===== src/rtl/hamming74_encoder.sv =====
// Hamming(7,4) encoder with a small codeword FIFO. Codewords leave either as a parallel
// word on a valid/ready port or as an LSB-first 7-bit serial frame.
module hamming74_encoder #(
  parameter int FIFO_DEPTH = 2,
  parameter int CNT_W      = 8
) (
  input  logic             clock,
  input  logic             reset_n,
  input  logic             in_valid,
  output logic             in_ready,
  input  logic [3:0]       in_data,
  input  logic [2:0]       inject_pos,
  input  logic             ser_en,
  output logic             par_valid,
  input  logic             par_ready,
  output logic [6:0]       par_code,
  output logic             ser_data,
  output logic             ser_frame,
  output logic             ser_busy,
  output logic [CNT_W-1:0] code_count,
  output logic             dbg_state
);

  localparam int PTR_W = (FIFO_DEPTH > 1) ? $clog2(FIFO_DEPTH) : 1;
  localparam int OCC_W = $clog2(FIFO_DEPTH) + 1;

  typedef enum logic {IDLE = 1'b0, SHIFT = 1'b1} state_t;

  state_t             state_q, state_d;
  logic [6:0]         mem [FIFO_DEPTH];
  logic [PTR_W-1:0]   wr_ptr, rd_ptr;
  logic [OCC_W-1:0]   occ;
  logic               full, empty;
  logic               push, pop, par_pop, ser_load;
  logic [6:0]         shreg;
  logic [2:0]         bit_cnt;
  logic [6:0]         head;

  // Code layout {d4,d3,d2,p3,d1,p2,p1}; position k (1..7) maps to bit k-1.
  function automatic logic [6:0] encode(input logic [3:0] d, input logic [2:0] inj);
    logic [6:0] c;
    logic [7:0] mask;
    c    = {d[3], d[2], d[1], d[1] ^ d[2] ^ d[3], d[0], d[0] ^ d[2] ^ d[3], d[0] ^ d[1] ^ d[3]};
    mask = (8'd1 << inj) >> 1;
    return c ^ mask[6:0];
  endfunction

  // Handshakes: a transfer happens on a rising clock edge where valid && ready are both high;
  // valid never depends on ready, and the offered data is held stable until it is taken.
  assign full      = (occ == OCC_W'(FIFO_DEPTH));
  assign empty     = (occ == '0);
  assign in_ready  = !full;
  assign push      = in_valid && in_ready;
  assign head      = mem[rd_ptr];
  assign par_code  = empty ? 7'd0 : head;
  assign par_valid = (state_q == IDLE) && !ser_en && !empty;
  assign par_pop   = par_valid && par_ready;
  assign pop       = par_pop || ser_load;

  always_comb begin
    state_d  = state_q;
    ser_load = 1'b0;
    case (state_q)
      IDLE: begin
        if (ser_en && !empty) begin
          ser_load = 1'b1;
          state_d  = SHIFT;
        end
      end
      SHIFT: begin
        // ser_en is only looked at on the last bit, so frames are never cut short.
        if (bit_cnt == 3'd6) begin
          if (ser_en && !empty) ser_load = 1'b1;
          else                  state_d  = IDLE;
        end
      end
      default: state_d = IDLE;
    endcase
  end

  always_ff @(posedge clock or negedge reset_n) begin
    if (!reset_n) begin
      state_q    <= IDLE;
      shreg      <= '0;
      bit_cnt    <= '0;
      wr_ptr     <= '0;
      rd_ptr     <= '0;
      occ        <= '0;
      code_count <= '0;
    end else begin
      state_q <= state_d;
      if (ser_load) begin
        shreg   <= head;
        bit_cnt <= 3'd0;
      end else if (state_q == SHIFT) begin
        bit_cnt <= bit_cnt + 3'd1;
      end
      if (push) wr_ptr <= wr_ptr + PTR_W'(1);
      if (pop) begin
        rd_ptr     <= rd_ptr + PTR_W'(1);
        code_count <= code_count + CNT_W'(1);
      end
      case ({push, pop})
        2'b10:   occ <= occ + OCC_W'(1);
        2'b01:   occ <= occ - OCC_W'(1);
        default: occ <= occ;
      endcase
    end
  end

  // Storage needs no reset: occupancy alone decides what is visible.
  always_ff @(posedge clock) begin
    if (push) mem[wr_ptr] <= encode(in_data, inject_pos);
  end

  assign ser_busy  = (state_q == SHIFT);
  assign ser_data  = (state_q == SHIFT) ? shreg[bit_cnt] : 1'b0;
  assign ser_frame = (state_q == SHIFT) && (bit_cnt == 3'd0);
  assign dbg_state = state_q;

endmodule


===== config.mk =====
export PLATFORM = sky130hd
export DESIGN_NAME = hamming74_encoder
export DESIGN_NICKNAME = d
export VERILOG_FILES = /design/src/rtl/hamming74_encoder.sv
export SDC_FILE = /design/constraint.sdc
export NUM_CORES = 1
export LEC_CHECK = 0
export ABC_AREA = 0
export CORE_MARGIN = 1
export CORE_UTILIZATION = 40
export DETAILED_ROUTE_END_ITERATION = 8
export PLACE_DENSITY = 0.61
export SYNTH_ARGS = -nofsm -noshare
export SYNTH_HDL_FRONTEND = slang
export SYNTH_SLANG_ARGS = --single-unit

===== constraint.sdc =====
create_clock -name clock -period 5.18 [get_ports clock]
set_input_delay 1.036 -clock clock [delete_from_list [all_inputs] [get_ports clock]]
set_output_delay 1.036 -clock clock [all_outputs]
set_load 0.03 [all_outputs]

=== After elaboration in Yosys (flattened, before gate mapping) ===
Memories as Yosys holds them, arrays and structs flattened.
Cells that the tools add are included.

* Add/subtract/negate cells: 6
* $mul: 0
* Divide/modulo/power cells: 0
* $lt $le $gt $ge: 1
* Equality and inequality tests: 4
* Shift-type cells: 1
* Mux-type cells: 14
* Bitwise logic cells: 8
* Reduce and logical (&&, ||, !) cells: 14

{| class="wikitable"
|+ Operators with widths
! cell !! count
|-
| $add A8 B1 Y8 const B || 1
|-
| $shl A1 B3 Y8 const A || 1
|-
| $mux W1 || 7
|-
| $mux W7 || 1
|-
| $xor A7 B7 Y7 || 1
|-
| $logic_and A1 B1 Y1 || 6
|-
| $mux W3 || 2
|-
| $xor A1 B1 Y1 || 6
|-
| $eq A2 B2 Y1 const B || 2
|-
| $lt A3 B4 Y1 const B || 1
|-
| $pmux W1 S2 || 2
|-
| $pmux W2 S2 || 1
|-
| $reduce_bool A2 Y1 || 2
|-
| $add A3 B1 Y3 const B || 1
|-
| $bmux W1 S3 || 1
|-
| $eq A3 B3 Y1 const B || 1
|-
| $logic_not A1 Y1 || 3
|-
| $logic_not A3 Y1 || 1
|-
| $add A1 B1 Y1 const B || 2
|-
| $add A2 B1 Y2 const B || 1
|-
| $eq A2 B1 Y1 const B || 1
|-
| $logic_not A2 Y1 || 1
|-
| $sub A2 B1 Y2 const B || 1
|-
| $logic_or A1 B1 Y1 || 1
|-
| $not A1 Y1 || 1
|}

* Register bits: 23
* Bits in latches: 0
* Memory bits (writable): 14
* ROM bits: 0
* Output and inout bits: 21
* Logic and storage cells: 56
* Memories kept: 1

{| class="wikitable"
|+ Memory list
! name !! depth !! bits a word !! read ports !! clocked after memory_dff !! wr ports !! line !! text
|-
| mem || 2 || 7 || 1 || 0 || 1 || 30 || <nowiki>logic [6:0] mem [FIFO_DEPTH];</nowiki>
|}

=== Longest topological paths before layout ===
Gate-level depths: netlist of the first run.

* Word-level depth: 9
* Mapped depth: 8

=== Least setup slack after synthesis of the first run ===
Ideal clock, no wire load.

* Path type: input to output
* Start point: input ser_en
* End point: output par_valid
* Arrival time: 1.677 ns
* Data required time: 4.144 ns
* Slack: 2.467 ns
* Stages on the path: 2
* Cells stage by stage: or2_4 -> nor2_1

* Word-level cells in the longest chain between the ends: 3

{| class="wikitable"
|+ Ends and longest elaborated chain
! element !! line !! text
|-
| from (decl) || 13 || <nowiki>input logic ser_en,</nowiki>
|-
| $logic_not A1 Y1 || 56 || <nowiki>assign par_valid = (state_q == IDLE) && !ser_en && !empty;</nowiki>
|-
| $logic_and A1 B1 Y1 (2 in a row) || 56 ||
|-
| to (decl) || 14 || <nowiki>output logic par_valid,</nowiki>
|}

No other way between the ends.

=== Worst setup path after layout of the first run ===
Ends and elaborated chain as after synthesis.

==> results of run 1 <==
power by group through the flow:
| stage | logic (mW) | registers [mW] | clock network (mW) |
|---|---|---|---|
| after floorplan | 0.448 | 0.531 | 0 |
| after global placement | 0.675 | 0.517 | 0 |
| after detailed placement | 0.688 | 0.523 | 0 |
| after CTS | 0.691 | 0.517 | 0.192 |
| after global routing | 0.749 | 0.534 | 0.209 |
| final | 0.683 | 0.518 | 0.186 |
routing by layer:
layer  wire length [um]  vias up
li1                   -      581
met1               1455      545
met2               1429       26
met3                106        4
met4                 44        0
met5                  0        -
synthesized netlist by cell type (all sizes together) (2+ instances only):
master	instances
a21oi	7
and3	3
buf	2
dfrtp	23
edfxtp	14
ha	5
inv	3
mux2	4
mux2i	7
nand2	7
nand2b	2
nand3	4
nand3b	2
nand4	2
nor2	23
nor3b	2
xnor2	17
xor2	7
state kept, by name, summed over array words and instances (netlist names):
signal / count
mem: 14
code_count: 8
shreg: 7
bit_cnt: 3
occ: 2
dbg_state: 1
rd_ptr: 1
wr_ptr: 1
area by class of cell:
class | count | area share, %
Inverter | 3 | 0.5039
Timing Repair Buffer | 32 | 14.33
Multi-Input combinational cell | 104 | 34.21
Tap cell | 50 | 2.800
Clock buffer | 8 | 3.583
Sequential cell | 37 | 44.57
worst max-delay path: stages:
cell	delay, ps
sky130_fd_sc_hd__clkdlybuf4s50_1	430
sky130_fd_sc_hd__or2_4	250
sky130_fd_sc_hd__nor2_1	100
sky130_fd_sc_hd__clkdlybuf4s50_1	670
per-stage QoR:
stage	area [um^2]	instances	util (%)	power, mW	hold slack, ps
finish	2235	234	53.93	1.387	487.4
global route	2235	234	53.93	1.492	510.2
CTS	2235	234	53.93	1.400	485.8
detailed placement	2155	226	51.99	1.211	476.4
global placement	2155	226	51.99	1.192	459.0
floorplan	1788	147	-	0.9784	460.8
logic make-up after synthesis:
group           count (synthesis)  synth area share, %
flops                          37                55.70
buf+inv                         6                1.539
fa+ha+maj                       5                3.499
simple gates                   50                13.93
compound gates                 13                5.878
xor+xnor                       24                11.76
mux                            12                7.698
worst max-delay path by stage:
| stage | to | slack [ps] |
|---|---|---|
| after floorplan | par_valid | 2470 |
| after detailed placement | par_valid | 1650 |
| after global routing | par_valid | 1600 |
| after global placement | par_valid | 1700 |
| final | par_valid | 1650 |
| after CTS | par_valid | 1640 |
==> results.yml, run 1 <==
power:
  sw_pwr_mw: 0.5602
  p_int_mw: 0.8271
  power.ir.vdd_worst_v: 0.0002563
  static_leakage_power_nw: 0.8888
  power_density_nw_per_um2: 620.8
  pwr-share-clk_pct: 13.4
  power.combinational.fraction_pct: 49.3
  pwr-share-seq_pct: 37.3
  netSwitchingFraction_pct: 40.38
sta:
  setup_ws_final_ps: 1654
  setup_total_negative_slack_ps: 0
  final.setup_skew_ps: 6.406
  setup_viol: 0
  min_period_ps: 3526
  timing_hold_violations_final: 0
  slew-limit-headroom_pct: 29.92
  tightestPinTransition_ps: 1048
  rsz0062_at_grt: "false"
  max_freq_mhz: 283.6
  slew_viol_final: 0
  final_min_period_over_clock_period_pct: 68.07
critical_path:
  setup.worst_path.class: "in -> out"
  reg2reg_depth: 6
  critPathArrivalTime_ps: 2490
  startpoint_of_the_worst_setup_timing_path: "ser_en"
  worst_setup_path_start_kind: "input port"
  worstReg2RegStart: "bit_cnt[0]"
  cp.required_ps: 4140
  worst-r2r-setup-slack_ps: 3040
  timing.rr.end: "bit_cnt[0]"
  worst_setup_path_end_kind: "output pin"
  cp_max_fo: 2
placement:
  final_weighted_congestion_in_routability_driven_placement: 0.7288
  io_buffer_count: 32
  place_hpwl_mm: 2.317
  pre_cts_setup_slack_ps: 1649
synth:
  synth_warnings: 0
  syn-mean-instance-area_um2: 12.16
  synth.net_count: 164
  number_of_flops_mapped_to_enable_cells_by_yosys: 14
  fraction_of_synthesis_flops_using_an_asynchronous_set_or_reset_pin_pct: 62.16
  synth.area.top_cells: "sky130_fd_sc_hd__dfrtp_1 (32%), sky130_fd_sc_hd__edfxtp_1 (24%), sky130_fd_sc_hd__xnor2_1 (8.3%)"
  synth-seq-area-share_pct: 55.70
  synthDominantAreaCellType: "sky130_fd_sc_hd__dfrtp_1"
  synthCells: 147
  synth_top_flop_cell: "sky130_fd_sc_hd__dfrtp_1"
  synth_top_cell_area_share_pct: 32.19
  netlist-cell-type-count: 33
  yosys_register_bits: 37
  synth.cell_area_um2: 1788
grt:
  gr-usage-all-layers_pct: 14.98
  maximum_number_of_pins_on_one_net_before_global_route_repair: 24
  grtUsageMet1_pct: 18.82
  globalRouteMet3Util_pct: 5.428
  grt_first_pass_wirelength_mm: 5.009
  global_route.overflow_total: 0
  grt_busiest_layer: "met2"
  gr-usage-met2_pct: 23.30
  antenna_found_initial: 0
  via_count_of_the_first_global_routing_pass: 1095
routing:
  routed_via_density: 4.940
  ant_nets: 0
  postRouteWirelength_mm: 3.034
  dr_total_vias: 1156
  drtPass1Iterations: 4
  drtIter0Drc: 34
  wire_per_inst_um: 12.97
  drc: 0
clocking:
  cts.reportedPaths.clkPinSlew_ps: 70
  h_tree_level_count: 2
  clk_path_buf_depth: 2
  numClockSinks: 37
  cts-buffers-inserted: 5
  cts-hold-fix-buffers: 0
  cts.root.buffer_cell: "sky130_fd_sc_hd__clkbuf_8"
  post_cts_resized: 0
  cts_tree: "built"
  postCtsSetupRepairBufs: 0
  clk-insertion-delay-late_ps: 280
floorplan:
  floorplan.core_area_um2: 4144
  fp.dieH_um: 68.86
  die_width_um: 68.86
  design.die.area_um2: 4741
  floorplan.io_pins: 33
  floorplan.initialDensity_pct: 43.15
  row_count: 23
finish:
  multi_input_area_um2: 764.5
  n_fill_cell: 362
  seqCellArea_um2: 996.0
  layout.cells.most_common: "sky130_fd_sc_hd__clkdlybuf4s50_1"
  num_antenna_cells: 0
  post_route_cells_drive_above_1_share_pct: 7.065
  area_delta_synth_final_pct: 24.98
  most-common-layout-cells: "sky130_fd_sc_hd__clkdlybuf4s50_1 (32), sky130_fd_sc_hd__dfrtp_1 (23), sky130_fd_sc_hd__nor2_1 (22)"
  finish.net_count: 200
worst_hold_path:
  hold_start: "code_count[7]"
  timing.hold.worst.class: "reg -> reg"
  min_delay_worst_endpoint: "code_count[7]"
  hold_depth: 1
run:
  drv.max_cap_violation_count: 0
status:
  outcome: "completed"
(Power assumes the default switching activity.)
==> run 2, diff against run 1 <==
--- a/config.mk
+++ b/config.mk
@@ -9,7 +9,7 @@
 export CORE_MARGIN = 1
 export CORE_UTILIZATION = 40
 export DETAILED_ROUTE_END_ITERATION = 8
-export PLACE_DENSITY = 0.61
+export PLACE_DENSITY = 0.63
 export SYNTH_ARGS = -nofsm -noshare
 export SYNTH_HDL_FRONTEND = slang
 export SYNTH_SLANG_ARGS = --single-unit
==> constraint.sdc (replaced) <==
create_clock -name clock -period 3 [get_ports clock]
set_input_delay 0.6 -clock clock [delete_from_list [all_inputs] [get_ports clock]]
set_output_delay 0.6 -clock clock [all_outputs]
set_load 0.03 [all_outputs]
==> run 2 against run 1 <==
  * Routed wire length is 1.2% higher
  * Critical endpoint is now ser_data
  * Sequential cell count unchanged
  * Sequential power increased by 73%
==> results.yml, run 2 (synthesis results as in run 1) <==
status:
  outcome: "completed"
floorplan:
  floorplan.core_area_um2: 4144
  floorplan.io_pins: 33
  design.die.area_um2: 4741
  floorplan.initialDensity_pct: 43.15
  die_width_um: 68.86
  fp.dieH_um: 68.86
  row_count: 23
power:
  power.combinational.fraction_pct: 49.9
  pwr-share-clk_pct: 13.0
  netSwitchingFraction_pct: 40.19
  pwr-share-seq_pct: 37.2
  sw_pwr_mw: 0.9677
  p_int_mw: 1.440
  power.ir.vdd_worst_v: 0.0005716
  static_leakage_power_nw: 0.9046
  power_density_nw_per_um2: 1067
  finalPower_mw: 2.407
routing:
  dr_total_vias: 1186
  drc: 0
  drtIter0Drc: 32
  routed_via_density: 5.004
  drtPass1Iterations: 4
  ant_nets: 0
  wire_per_inst_um: 12.96
  postRouteWirelength_mm: 3.071
sta:
  slew-limit-headroom_pct: 63.67
  setup_ws_final_ps: 318.9
  setup_viol: 0
  min_period_ps: 2681
  final.setup_skew_ps: 4.393
  max_freq_mhz: 373.0
  setup_total_negative_slack_ps: 0
  rsz0062_at_grt: "false"
  tightestPinTransition_ps: 542.9
  slew_viol_final: 0
  timing_hold_violations_final: 0
  final_min_period_over_clock_period_pct: 89.37
finish:
  largest_reg_flops: 14
  finish.net_count: 203
  final_util_pct: 54.47
  num_antenna_cells: 0
  post_route_cells_drive_above_1_share_pct: 8.556
  area_delta_synth_final_pct: 26.24
  seqCellArea_um2: 996.0
  most-common-layout-cells: "sky130_fd_sc_hd__clkdlybuf4s50_1 (32), sky130_fd_sc_hd__dfrtp_1 (23), sky130_fd_sc_hd__nor2_1 (22)"
  regMostFlops: "mem"
  multi_input_area_um2: 764.5
  layout.cells.most_common: "sky130_fd_sc_hd__clkdlybuf4s50_1"
  post_layout_nonfiller_instances: 237
  layout_top_registers: "mem x14, code_count x8, shreg x7"
  n_fill_cell: 372
critical_path:
  worst_path_dominant_cell_family: "buffers and inverters"
  startpoint_of_the_worst_setup_timing_path: "bit_cnt[0]"
  slowest_delay_ps: 590
  worstReg2RegStart: "bit_cnt[0]"
  setup.worst_path.class: "reg -> out"
  worst_setup_path_start_kind: "register"
  cp.required_ps: 2400
  critPathArrivalTime_ps: 2080
  cp_max_fo: 4
  critical_path.slowest_cell: "sky130_fd_sc_hd__clkdlybuf4s50_1"
  worstPathCellList: "mux2_2, or3_1, o2111a_1, clkdlybuf4s50_1"
  worst_setup_path_end_kind: "output pin"
  critical_path.n_buffers_inverters: 1
placement:
  place_hpwl_mm: 2.446
  pre_cts_setup_slack_ps: 354.4
  place_inst: 229
  final_weighted_congestion_in_routability_driven_placement: 0.7164
  io_buffer_count: 32
grt:
  antenna_found_initial: 0
  maximum_number_of_pins_on_one_net_before_global_route_repair: 24
  gr-usage-all-layers_pct: 14.87
  via_count_of_the_first_global_routing_pass: 1153
  grt_first_pass_wirelength_mm: 5.023
  global_route.overflow_total: 0
run:
  drv.max_cap_violation_count: 0
clocking:
  cts-hold-fix-buffers: 0
  clk_path_buf_depth: 2
  clk-insertion-delay-late_ps: 280
  cts-buffers-inserted: 5
  postCtsSetupRepairBufs: 0
  cts_tree: "built"
  numClockSinks: 37
  cts.reportedPaths.clkPinSlew_ps: 70
  post_cts_resized: 0
  h_tree_level_count: 2
  cts.root.buffer_cell: "sky130_fd_sc_hd__clkbuf_8"
worst_hold_path:
  hold_start: "code_count[7]"
  timing.hold.worst.class: "reg -> reg"
-- run 2: path summary, 6_finish.rpt --
check | end | slack, ps | depth (start not counted)
worst min register to register | code_count[7] | 480 | 1
worst min-delay path | code_count[7] | 480 | 1
min in group asynchronous | bit_cnt[1] | 680 | 2
worst max-delay path | ser_data | 320 | 4
max in group asynchronous | dbg_state | 2080 | 2
worst max register to register | occ[1] | 1000 | 8
-- run 2: area by class of cell --
type	count	share of cell area, %
clock buffers	7	3.381
clock inverters	1	0.1663
inverters	3	0.4989
multi-input cells	104	33.87
flip-flops and latches	37	44.12
well taps	50	2.772
repair buffers	35	15.19
-- run 2: power by group through the flow --
stage,Sequential [mW],Clock [mW],Combinational (mW)
after global routing,0.924,0.345,1.31
after CTS,0.895,0.324,1.22
after global placement,0.893,0,1.18
after floorplan,0.916,0,0.773
after detailed placement,0.906,0,1.21
final,0.895,0.312,1.20
-- run 2: metal layers --
metal / vias up / part of all wire (%) / global-route usage, %
li1: 590 / - / -
met1: 563 / 45 / 17.11
met2: 28 / 50 / 25.24
met3: 5 / 3.7 / 4.441
met4: 0 / 1.6 / 6.888
met5: - / 0 / 0
-- run 2: per-stage QoR --
step	hold WS [ps]	cell area [um^2]
6_report	484.2	2257
3_5_place_dp	476.2	2177
5_1_grt	507.6	2257
4_1_cts	485.1	2257
3_3_place_gp	458.7	2177
2_1_floorplan	304.4	1788
==> run 3, diff against run 2 <==
--- a/config.mk
+++ b/config.mk
@@ -8,6 +8,7 @@
 export ABC_AREA = 0
 export CORE_MARGIN = 1
 export CORE_UTILIZATION = 40
+export CTS_BUF_LIST = sky130_fd_sc_hd__clkbuf_4 sky130_fd_sc_hd__clkbuf_8
 export DETAILED_ROUTE_END_ITERATION = 8
 export PLACE_DENSITY = 0.63
 export SYNTH_ARGS = -nofsm -noshare
==> run 3 against run 2 <==
  * Power rose by 0.74%
  * Fmax about the same
  * Utilization rose by 0.18 points
  * Combinational power about the same
  * Critical endpoint unchanged
  * Routed wire length hardly changed
  * Design area is 0.33% higher
  * Critical path depth did not move
==> results.yml, run 3 (synthesis results as in run 1) <==
status:
  outcome: "completed"
placement:
  place_inst: 229
  place_hpwl_mm: 2.446
  io_buffer_count: 32
  postPlaceCellArea_um2: 2177
  pre_cts_setup_slack_ps: 354.4
  final_weighted_congestion_in_routability_driven_placement: 0.7164
finish:
  layout.cells.most_common: "sky130_fd_sc_hd__clkdlybuf4s50_1"
  most-common-layout-cells: "sky130_fd_sc_hd__clkdlybuf4s50_1 (32), sky130_fd_sc_hd__dfrtp_1 (23), sky130_fd_sc_hd__nor2_1 (22)"
  layout_top_registers: "mem x14, code_count x8, shreg x7"
  final_util_pct: 54.65
  num_antenna_cells: 0
  post_layout_nonfiller_instances: 237
  post_route_cells_drive_above_1_share_pct: 9.626
  largest_reg_flops: 14
  final_cell_area_um2: 2265
  regMostFlops: "mem"
  finish.net_count: 203
  n_fill_cell: 370
  area_delta_synth_final_pct: 26.66
power:
  power.ir.vdd_worst_v: 0.0005714
  static_leakage_power_nw: 0.9114
  finalPower_mw: 2.425
  power_density_nw_per_um2: 1071
clocking:
  cts.root.buffer_cell: "sky130_fd_sc_hd__clkbuf_8"
  cts-hold-fix-buffers: 0
  clk-insertion-delay-late_ps: 280
  cts_tree: "built"
  clk_path_buf_depth: 2
  cts.reportedPaths.clkPinSlew_ps: 70
  numClockSinks: 37
  h_tree_level_count: 2
  post_cts_resized: 0
  cts-buffers-inserted: 5
  postCtsSetupRepairBufs: 0
routing:
  drc: 0
  drtPass1Iterations: 4
  postRouteWirelength_mm: 3.070
  dr_total_vias: 1186
  routed_via_density: 5.004
  ant_nets: 0
  wire_per_inst_um: 12.95
  drtIter0Drc: 32
critical_path:
  setup.worst_path.class: "reg -> out"
  worst_setup_path_start_kind: "register"
  cp.required_ps: 2400
  critPathArrivalTime_ps: 2080
  cp_max_fo: 4
  worst_setup_path_end_kind: "output pin"
grt:
  gr-usage-all-layers_pct: 14.87
  grt_first_pass_wirelength_mm: 5.023
  global_route.overflow_total: 0
  antenna_found_initial: 0
  maximum_number_of_pins_on_one_net_before_global_route_repair: 24
  via_count_of_the_first_global_routing_pass: 1153
floorplan:
  design.die.area_um2: 4741
  row_count: 23
  die_width_um: 68.86
  floorplan.initialDensity_pct: 43.15
  floorplan.io_pins: 33
  floorplan.core_area_um2: 4144
  fp.dieH_um: 68.86
sta:
  slew_viol_final: 0
  max_freq_mhz: 373.1
  setup_ws_final_ps: 319.4
  final.setup_skew_ps: 4.837
  final_min_period_over_clock_period_pct: 89.35
  tightestPinTransition_ps: 542.8
  slew-limit-headroom_pct: 63.68
  setup_viol: 0
  min_period_ps: 2681
  rsz0062_at_grt: "false"
  worst_case_hold_slack_ps: 484.2
  timing_hold_violations_final: 0
  setup_total_negative_slack_ps: 0
worst_hold_path:
  timing.hold.worst.class: "reg -> reg"
run:
  drv.max_cap_violation_count: 0
-- run 3: cell types whose count changed in the layout (fill, tap and decap cells not counted) --
cell,previous run,this run
sky130_fd_sc_hd__clkbuf_1,2,0
sky130_fd_sc_hd__clkbuf_4,0,2
-- run 3: cell type report --
type	instances	area (um^2)	area share (%)
Tap cell	50	62.56	2.762
Clock inverter	1	3.754	0.1657
Multi-Input combinational cell	104	764.5	33.76
Inverter	3	11.26	0.4972
Sequential cell	37	996.0	43.98
Clock buffer	7	83.83	3.702
Timing Repair Buffer	35	342.8	15.14
-- run 3: final timing paths --
| check | cells past startpoint | startpoint | to | slack, ps |
|---|---|---|---|---|
| setup / recovery | 4 | bit_cnt[0] | ser_data | 320 |
| hold / removal | 1 | code_count[7] | code_count[7] | 480 |
| setup reg to reg | 8 | bit_cnt[0] | occ[1] | 1000 |
| hold reg to reg | 1 | code_count[7] | code_count[7] | 480 |
| max in group asynchronous | 2 | reset_n | dbg_state | 2080 |
| min in group asynchronous | 2 | reset_n | bit_cnt[1] | 680 |
-- run 3: where the power goes --
| part | leakage, nW | switching [mW] | internal [mW] |
|---|---|---|---|
| registers | 0.403 | 0.171 | 0.723 |
| clock network | 0.0467 | 0.151 | 0.179 |
| logic | 0.462 | 0.645 | 0.555 |
-- run 3: critical path, cell delays in order, from the launching register on --
cell and delay (ps):
sky130_fd_sc_hd__dfrtp_1 420, sky130_fd_sc_hd__mux2_2 350, sky130_fd_sc_hd__or3_1 310, sky130_fd_sc_hd__o2111a_1 140, sky130_fd_sc_hd__clkdlybuf4s50_1 590
-- run 3: per-layer routing --
layer | up-vias | share of wire (%) | GRT usage, %
li1 | 590 | - | -
met1 | 563 | 45 | 17.11
met2 | 28 | 50 | 25.24
met3 | 5 | 3.7 | 4.441
met4 | 0 | 1.6 | 6.888
met5 | - | 0 | 0
